File: src/rtl/onfi_nand_target.sv
// rtl/onfi_nand_target.sv - ONFI NAND target: cycle decode, page array, busy timing; optional write protect via ONFI_TGT_WP_EN
module onfi_nand_target #(
  parameter int          PAGE_BYTES = 16,
  parameter int          NUM_PAGES  = 8,
  parameter int          T_R        = 20,
  parameter int          T_PROG     = 40,
  parameter int          T_ERS      = 60,
  parameter int          T_RST      = 10,
  parameter logic [7:0]  MFR_ID     = 8'h2C,
  parameter logic [7:0]  DEV_ID     = 8'hDA
) (
  input  logic       clk,
  input  logic       rst,
  input  logic       CE_x_n,
  input  logic       CLE_x,
  input  logic       ALE_x,
  input  logic       WE_x_n,
  input  logic       RE_x_n,
  input  logic       WP_x_n,
  input  logic [7:0] io_in,
  output logic [7:0] io_out,
  output logic       io_oe,
  output logic       RB_x_n
);

  localparam int CW = $clog2(PAGE_BYTES);
  localparam int RW = $clog2(NUM_PAGES);
  localparam int BW = 16;

  localparam logic [7:0] CMD_READ   = 8'h00;
  localparam logic [7:0] CMD_READ_C = 8'h30;
  localparam logic [7:0] CMD_PROG   = 8'h80;
  localparam logic [7:0] CMD_PROG_C = 8'h10;
  localparam logic [7:0] CMD_ERS    = 8'h60;
  localparam logic [7:0] CMD_ERS_C  = 8'hD0;
  localparam logic [7:0] CMD_STATUS = 8'h70;
  localparam logic [7:0] CMD_ID     = 8'h90;
  localparam logic [7:0] CMD_RESET  = 8'hFF;

  typedef enum logic [2:0] {
    S_IDLE, S_ADDR, S_DIN, S_WAIT_CONF, S_BUSY, S_DOUT
  } state_t;

  typedef enum logic [2:0] {
    OP_NONE, OP_ID, OP_READ, OP_PROG, OP_ERASE, OP_RST
  } op_t;

  state_t          state_q, state_d;
  op_t             op_q, op_d;
  logic [BW-1:0]   cnt_q, cnt_d;
  logic [1:0]      addr_cnt_q, addr_cnt_d;
  logic [7:0]      col_lo_q, col_lo_d;
  logic [CW-1:0]   col_q, col_d;
  logic [RW-1:0]   row_q, row_d;
  logic [7:0]      id_addr_q, id_addr_d;
  logic [2:0]      id_idx_q, id_idx_d;
  logic            fail_q, fail_d;
  logic            status_mode_q, status_mode_d;
  logic            we_q, we_d;
  logic            re_q, re_d;
  logic [7:0]      io_out_q, io_out_d;
  logic            io_oe_q, io_oe_d;

  logic [7:0] mem_q  [NUM_PAGES][PAGE_BYTES];
  logic [7:0] page_q [PAGE_BYTES];

  logic page_fill, page_load, page_wr, mem_commit, mem_erase;
  logic we_edge, re_edge, cmd_cyc, addr_cyc, data_cyc;
  logic rdy;
  logic [7:0] status_byte, id_byte;

  logic wp_block, wp_bit;
`ifdef ONFI_TGT_WP_EN
  assign wp_block = ~WP_x_n;
  assign wp_bit   = WP_x_n;
`else
  logic wp_unused;
  assign wp_unused = WP_x_n;
  assign wp_block  = 1'b0;
  assign wp_bit    = 1'b1;
`endif

  assign we_edge  = ~CE_x_n & ~we_q & WE_x_n;
  assign re_edge  = ~CE_x_n & re_q & ~RE_x_n;
  assign cmd_cyc  = we_edge & CLE_x & ~ALE_x;
  assign addr_cyc = we_edge & ALE_x & ~CLE_x;
  assign data_cyc = we_edge & ~CLE_x & ~ALE_x;

  assign rdy         = (state_q != S_BUSY);
  assign status_byte = {wp_bit, rdy, rdy, 4'b0000, fail_q};

  assign io_out = io_out_q;
  assign io_oe  = io_oe_q & ~CLE_x & ~ALE_x;
  assign RB_x_n = rdy;

  // ID table lookup: selected by the ID address byte and the output index
  always_comb begin
    id_byte = 8'h00;
    if (id_addr_q == 8'h00) begin
      case (id_idx_q)
        3'd0:    id_byte = MFR_ID;
        3'd1:    id_byte = DEV_ID;
        default: id_byte = 8'h00;
      endcase
    end else if (id_addr_q == 8'h20) begin
      case (id_idx_q)
        3'd0:    id_byte = 8'h4F;
        3'd1:    id_byte = 8'h4E;
        3'd2:    id_byte = 8'h46;
        3'd3:    id_byte = 8'h49;
        default: id_byte = 8'h00;
      endcase
    end
  end

  // Next-state: busy countdown, then command/address/data decode, then output edges
  always_comb begin
    state_d       = state_q;
    op_d          = op_q;
    cnt_d         = cnt_q;
    addr_cnt_d    = addr_cnt_q;
    col_lo_d      = col_lo_q;
    col_d         = col_q;
    row_d         = row_q;
    id_addr_d     = id_addr_q;
    id_idx_d      = id_idx_q;
    fail_d        = fail_q;
    status_mode_d = status_mode_q;
    we_d          = WE_x_n;
    re_d          = RE_x_n;
    io_out_d      = io_out_q;
    io_oe_d       = io_oe_q;
    page_fill     = 1'b0;
    page_load     = 1'b0;
    page_wr       = 1'b0;
    mem_commit    = 1'b0;
    mem_erase     = 1'b0;

    if (RE_x_n || CE_x_n) io_oe_d = 1'b0;

    if (state_q == S_BUSY) begin
      if (cnt_q == '0) begin
        case (op_q)
          OP_READ:  begin page_load  = 1'b1; state_d = S_DOUT; end
          OP_PROG:  begin mem_commit = 1'b1; state_d = S_IDLE; end
          OP_ERASE: begin mem_erase  = 1'b1; state_d = S_IDLE; end
          default:  state_d = S_IDLE;
        endcase
      end else begin
        cnt_d = cnt_q - BW'(1);
      end
    end

    if (cmd_cyc && (state_q != S_BUSY || io_in == CMD_STATUS || io_in == CMD_RESET)) begin
      status_mode_d = 1'b0;
      case (io_in)
        CMD_STATUS: status_mode_d = 1'b1;
        CMD_RESET: begin
          // abort wins over a completion landing in the same cycle
          page_load  = 1'b0;
          mem_commit = 1'b0;
          mem_erase  = 1'b0;
          state_d    = S_BUSY;
          op_d       = OP_RST;
          cnt_d      = BW'(T_RST - 1);
          col_d      = '0;
          row_d      = '0;
          fail_d     = 1'b0;
        end
        CMD_ID: begin
          state_d = S_ADDR; op_d = OP_ID; addr_cnt_d = 2'd0;
        end
        CMD_READ: begin
          state_d = S_ADDR; op_d = OP_READ; addr_cnt_d = 2'd0;
        end
        CMD_PROG: begin
          // unwritten columns stay FFh so the AND commit leaves them untouched
          state_d = S_ADDR; op_d = OP_PROG; addr_cnt_d = 2'd0;
          fail_d = 1'b0; page_fill = 1'b1;
        end
        CMD_ERS: begin
          state_d = S_ADDR; op_d = OP_ERASE; addr_cnt_d = 2'd0;
          fail_d = 1'b0;
        end
        CMD_READ_C: begin
          if (state_q == S_WAIT_CONF && op_q == OP_READ) begin
            state_d = S_BUSY; cnt_d = BW'(T_R - 1);
          end else begin
            state_d = S_IDLE; op_d = OP_NONE;
          end
        end
        CMD_PROG_C: begin
          if (state_q == S_DIN && op_q == OP_PROG && !wp_block) begin
            state_d = S_BUSY; cnt_d = BW'(T_PROG - 1);
          end else begin
            if (state_q == S_DIN && op_q == OP_PROG) fail_d = 1'b1;
            state_d = S_IDLE; op_d = OP_NONE;
          end
        end
        CMD_ERS_C: begin
          if (state_q == S_WAIT_CONF && op_q == OP_ERASE && !wp_block) begin
            state_d = S_BUSY; cnt_d = BW'(T_ERS - 1);
          end else begin
            if (state_q == S_WAIT_CONF && op_q == OP_ERASE) fail_d = 1'b1;
            state_d = S_IDLE; op_d = OP_NONE;
          end
        end
        default: begin
          state_d = S_IDLE; op_d = OP_NONE;
        end
      endcase
    end else if (addr_cyc && state_q == S_ADDR) begin
      case (op_q)
        OP_ID: begin
          id_addr_d = io_in; id_idx_d = 3'd0; state_d = S_DOUT;
        end
        OP_ERASE: begin
          row_d = RW'(io_in); state_d = S_WAIT_CONF;
        end
        default: begin
          addr_cnt_d = addr_cnt_q + 2'd1;
          case (addr_cnt_q)
            2'd0:    col_lo_d = io_in;
            2'd1:    col_d = CW'({io_in, col_lo_q});
            default: begin
              row_d   = RW'(io_in);
              state_d = (op_q == OP_READ) ? S_WAIT_CONF : S_DIN;
            end
          endcase
        end
      endcase
    end else if (data_cyc && state_q == S_DIN) begin
      page_wr = 1'b1;
      col_d   = col_q + CW'(1);
    end

    if (re_edge) begin
      if (status_mode_q) begin
        io_out_d = status_byte;
        io_oe_d  = 1'b1;
      end else if (state_q == S_DOUT) begin
        io_oe_d = 1'b1;
        if (op_q == OP_ID) begin
          io_out_d = id_byte;
          if (id_idx_q != 3'd4) id_idx_d = id_idx_q + 3'd1;
        end else begin
          io_out_d = page_q[col_q];
          col_d    = col_q + CW'(1);
        end
      end else if (state_q == S_ADDR && op_q == OP_READ && addr_cnt_q == 2'd0) begin
        // 00h after status mode with no address resumes the page read in place
        state_d  = S_DOUT;
        io_oe_d  = 1'b1;
        io_out_d = page_q[col_q];
        col_d    = col_q + CW'(1);
      end
    end
  end

  // Control and output registers with synchronous reset
  always_ff @(posedge clk) begin
    if (rst) begin
      state_q       <= S_IDLE;
      op_q          <= OP_NONE;
      cnt_q         <= '0;
      addr_cnt_q    <= 2'd0;
      col_lo_q      <= 8'h00;
      col_q         <= '0;
      row_q         <= '0;
      id_addr_q     <= 8'h00;
      id_idx_q      <= 3'd0;
      fail_q        <= 1'b0;
      status_mode_q <= 1'b0;
      we_q          <= 1'b1;
      re_q          <= 1'b1;
      io_out_q      <= 8'h00;
      io_oe_q       <= 1'b0;
    end else begin
      state_q       <= state_d;
      op_q          <= op_d;
      cnt_q         <= cnt_d;
      addr_cnt_q    <= addr_cnt_d;
      col_lo_q      <= col_lo_d;
      col_q         <= col_d;
      row_q         <= row_d;
      id_addr_q     <= id_addr_d;
      id_idx_q      <= id_idx_d;
      fail_q        <= fail_d;
      status_mode_q <= status_mode_d;
      we_q          <= we_d;
      re_q          <= re_d;
      io_out_q      <= io_out_d;
      io_oe_q       <= io_oe_d;
    end
  end

  // Array and page register: no reset, and reset suppresses any pending update
  always_ff @(posedge clk) begin
    if (!rst) begin
      if (page_fill) begin
        for (int i = 0; i < PAGE_BYTES; i++) page_q[i] <= 8'hFF;
      end else if (page_load) begin
        for (int i = 0; i < PAGE_BYTES; i++) page_q[i] <= mem_q[row_q][i];
      end else if (page_wr) begin
        page_q[col_q] <= io_in;
      end
      if (mem_commit) begin
        for (int i = 0; i < PAGE_BYTES; i++) mem_q[row_q][i] <= mem_q[row_q][i] & page_q[i];
      end else if (mem_erase) begin
        for (int i = 0; i < PAGE_BYTES; i++) mem_q[row_q][i] <= 8'hFF;
      end
    end
  end

endmodule
File: config.mk
export PLATFORM = sky130hd
export DESIGN_NAME = onfi_nand_target
export DESIGN_NICKNAME = d
export VERILOG_FILES = /design/src/rtl/onfi_nand_target.sv
export SDC_FILE = /design/constraint.sdc
export NUM_CORES = 1
export LEC_CHECK = 0
export BUFFER_PORTS_ARGS = -buffer_cell sky130_fd_sc_hd__buf_2
export CAP_MARGIN = 20
export CORE_MARGIN = 4
export CORE_UTILIZATION = 55
export CTS_BUF_LIST = sky130_fd_sc_hd__clkbuf_2 sky130_fd_sc_hd__clkbuf_4 sky130_fd_sc_hd__clkbuf_8
export DETAILED_ROUTE_END_ITERATION = 16
export GPL_ROUTABILITY_DRIVEN = 0
export PLACE_DENSITY = 0.71
export SLEW_MARGIN = 20
export SYNTH_ARGS = -nofsm -noshare
export SYNTH_HDL_FRONTEND = slang
export SYNTH_SLANG_ARGS = --single-unit
File: constraint.sdc
create_clock -name clk -period 18.04 [get_ports clk]
set_clock_uncertainty 0.1 [all_clocks]
set_input_delay 4.51 -clock clk [delete_from_list [all_inputs] [get_ports clk]]
set_output_delay 4.51 -clock clk [all_outputs]
set_load 0.01 [all_outputs]
==> impl_metrics.ini <==
[worst_setup_path]
r2r_start = cnt_q[6]
path_common_cell = buf_2
rrSetupSlack_ns = 13.70
path_buf_inv = 2
path_max_fanout = 4
cp_data_arrival_time_ns = 5.18
cp_slowest_cell = nor2_1
crit_start = CLE_x
endpoint = io_oe
cp.depth = 4
reg2regPathDepth = 8
worstReg2RegEnd = mem_q[2][36]
path_class = input pin to primary output
worstPathRequired_ns = 13.43
end_kind = primary output
max_stage_delay_ns = 0.25
crit_family = simple AND/OR/NAND/NOR gates
cp_cell_sequence = buf_2 -> nor2_1 -> and2_1 -> buf_2
worstSetupStartpointType = input pin

[hold_path]
min_path_type = flip-flop to flip-flop
whs_path_depth = 2

[synth]
async_flop_share_pct = 0
synth_area_mm2 = 0.0491
synthXorXnorAreaFrac_pct = 0.232
syn_nets = 2727
ys_ff_latch = 1213
yosysTopAreaCellShare_pct = 70.4
synthCells = 2699
synth_area_leaders = edfxtp_1 (70%), mux4_2 (14%), mux2i_1 (2.6%)
ys_seq_area_share_pct = 72.9
synth_compound_area_share_pct = 4.21
synth_edf_count = 1152
yosys.area.top_type = edfxtp_1
synth-simple-area-share_pct = 3.78
synth_ff_type = edfxtp_1
yosys_warnings = 0
synthAdderAreaFrac_pct = 0.306
muxShareOfSynthArea_pct = 16.3
syn_area_per_cell_um2 = 18.2
synth_top_family_by_area = multiplexers
yosysUniqueCellTypes = 75

[routing]
drt-vias-per-instance = 6.33
wl_per_cell_um = 26.6
via_count = 26000
drtIter0Drc = 2697
postRouteAntennaNets = 0
drc = 0
drt_pre_antenna_iters = 6
detail_route.wirelength_um = 109000

[clock_tree]
clock_sink_count = 1213
htree_num_levels = 4
clk-insertion-delay-late_ns = 0.85
clkTransAtPathRegs_ns = 0.06
clockBufferDepth = 3
postCtsSetupBuffers = 0
holdBufCountCts = 0
cts_buffers = 185
ctsRootBufferMaster = clkbuf_8
cts_resized = 0
tritoncts = done

[global_route]
grtUsageTotal_pct = 23.6
antenna_found_initial = 1
first_global_vias = 26700
grt_overflow = 0
grt_pass1_wl_um = 166000
grt_max_degree = 129

[floorplan]
start_util_pct = 55.5
die_h_um = 307
dieArea_mm2 = 0.0942
rows = 109
fp.dieW_um = 307
core_mm2 = 0.0885
pin_count = 26

[timing]
rsz0062_at_grt = no
period_share_pct = 54.3
max_freq_mhz = 102
setup_violations = 0
finalCriticalPeriod_ns = 9.79
hold_viol = 0
tightest_slew_ns = 1.17
max_slew_margin_pct = 21.1
tns_ns = 0
slew_viol_final = 0
finalWorstSetupSlack_ns = 8.25

[placed_design]
portBuffers = 24
placed_area_mm2 = 0.0505
dp_slack_ns = 8.26
hpwl_um = 57000

[job]
cap_violations = 0

[cells_and_area]
final_cell_mix = edfxtp_1 (1152), mux4_2 (295), clkbuf_8 (186), nor2_1 (164), o21ai_0 (145)
layout.nets = 2832
stdcell_area_mm2 = 0.0541
syn_to_final_growth_pct = 10.0
drive_gt1_share_pct = 23.6
mostFrequentLayoutCell = edfxtp_1

[pwr]
ir_drop_mv = 0.0654
leakagePower_nw = 17.1
p_per_area_mw_per_mm2 = 96.7

[status]
outcome = completed
==> power breakdown <==
group / switching (mW) / total, mW / internal (mW)
combinational: 0.0210 / 0.0254 / 0.00439
clock: 1.04 / 2.17 / 1.13
sequential: 0.000281 / 3.03 / 3.03
==> logic make-up (layout without fill, tap and decap cells) <==
kind of cell	after synthesis	in the layout
other cells	0	2
simple gates	391	391
buf+inv	275	521
mux	432	432
compound gates	363	363
flops	1213	1213
fa+ha+maj	12	12
xor+xnor	13	13
==> worst min path at each step <==
stage	start	endpoint	slack [ns]
after floorplan	io_oe_q	io_oe_q	0.33
after global placement	io_out[4]	io_out[4]	0.35
after detailed placement	io_oe_q	io_oe_q	0.35
after CTS	io_oe_q	io_oe_q	0.35
after global routing	id_addr_q[4]	id_addr_q[4]	0.39
final	io_oe_q	io_oe_q	0.35
==> cell usage after synthesis (all sizes together) (2+ instances only) <==
master / n
edfxtp: 1152
a2bb2oi: 17
nand4: 11
o22a: 8
a31oi: 2
nand2b: 7
or2: 4
mux4: 295
o21ai: 148
a22oi: 4
and4: 4
xnor2: 6
clkbuf: 82
and2: 5
a311oi: 4
mux2i: 129
mux2: 8
a21boi: 2
ha: 12
inv: 134
o221ai: 2
xor2: 7
and4b: 2
or3b: 2
nand3: 26
or4: 4
dfxtp: 61
and3b: 2
nand3b: 4
and3: 3
nor3: 18
a211oi: 6
nor4: 9
nand2: 96
nor3b: 8
buf: 58
a21oi: 149
a21o: 4
or3: 5
nor2b: 6
nor2: 172
==> sequential cells by signal, indices dropped and copies added, names as in the netlist, 2 cells and up, named ones only <==
register / count
id_addr_q: 8
state_q: 3
row_q: 3
id_idx_q: 3
col_lo_q: 4
addr_cnt_q: 2
op_q: 3
col_q: 4
io_out: 8
cnt_q: 16
page_q: 128
mem_q: 1024
==> metrics by stage <==
step	hold WS (ns)	std cells	util [%]	power (mW)
6_report	0.351	4112	61.1	5.23
4_1_cts	0.353	4110	61.1	5.27
3_3_place_gp	0.346	3782	57.1	3.12
2_1_floorplan	0.332	2699	-	3.11
3_5_place_dp	0.345	3782	57.1	3.12
5_1_grt	0.394	4111	61.1	5.41
==> worst min-delay path, stage by stage (launching register included) <==
cell     delay (ns)
dfxtp_1        0.30
nand2_1        0.05
a21oi_1        0.05
==> cell type report <==
| class | count | area [um^2] |
|---|---|---|
| Timing Repair Buffer | 58 | 442 |
| Antenna cell | 2 | 5.00 |
| Multi-Input combinational cell | 1211 | 12300 |
| Sequential cell | 1213 | 35800 |
| Clock buffer | 249 | 3030 |
| Clock inverter | 79 | 497 |
| Inverter | 135 | 507 |
| Fill cell | 6128 | 34500 |
| Tap cell | 1165 | 1460 |
==> routing by layer <==
metal | vias to the layer above | part of all wire, % | GRT usage, %
met1 | 13500 | 40 | 33.7
met2 | 1277 | 48 | 37.5
li1 | 11000 | - | -
met4 | 0 | 2.5 | 7.86
met3 | 206 | 8.9 | 4.66
met5 | - | 0 | 0
Power figures use the tool's default switching activity.
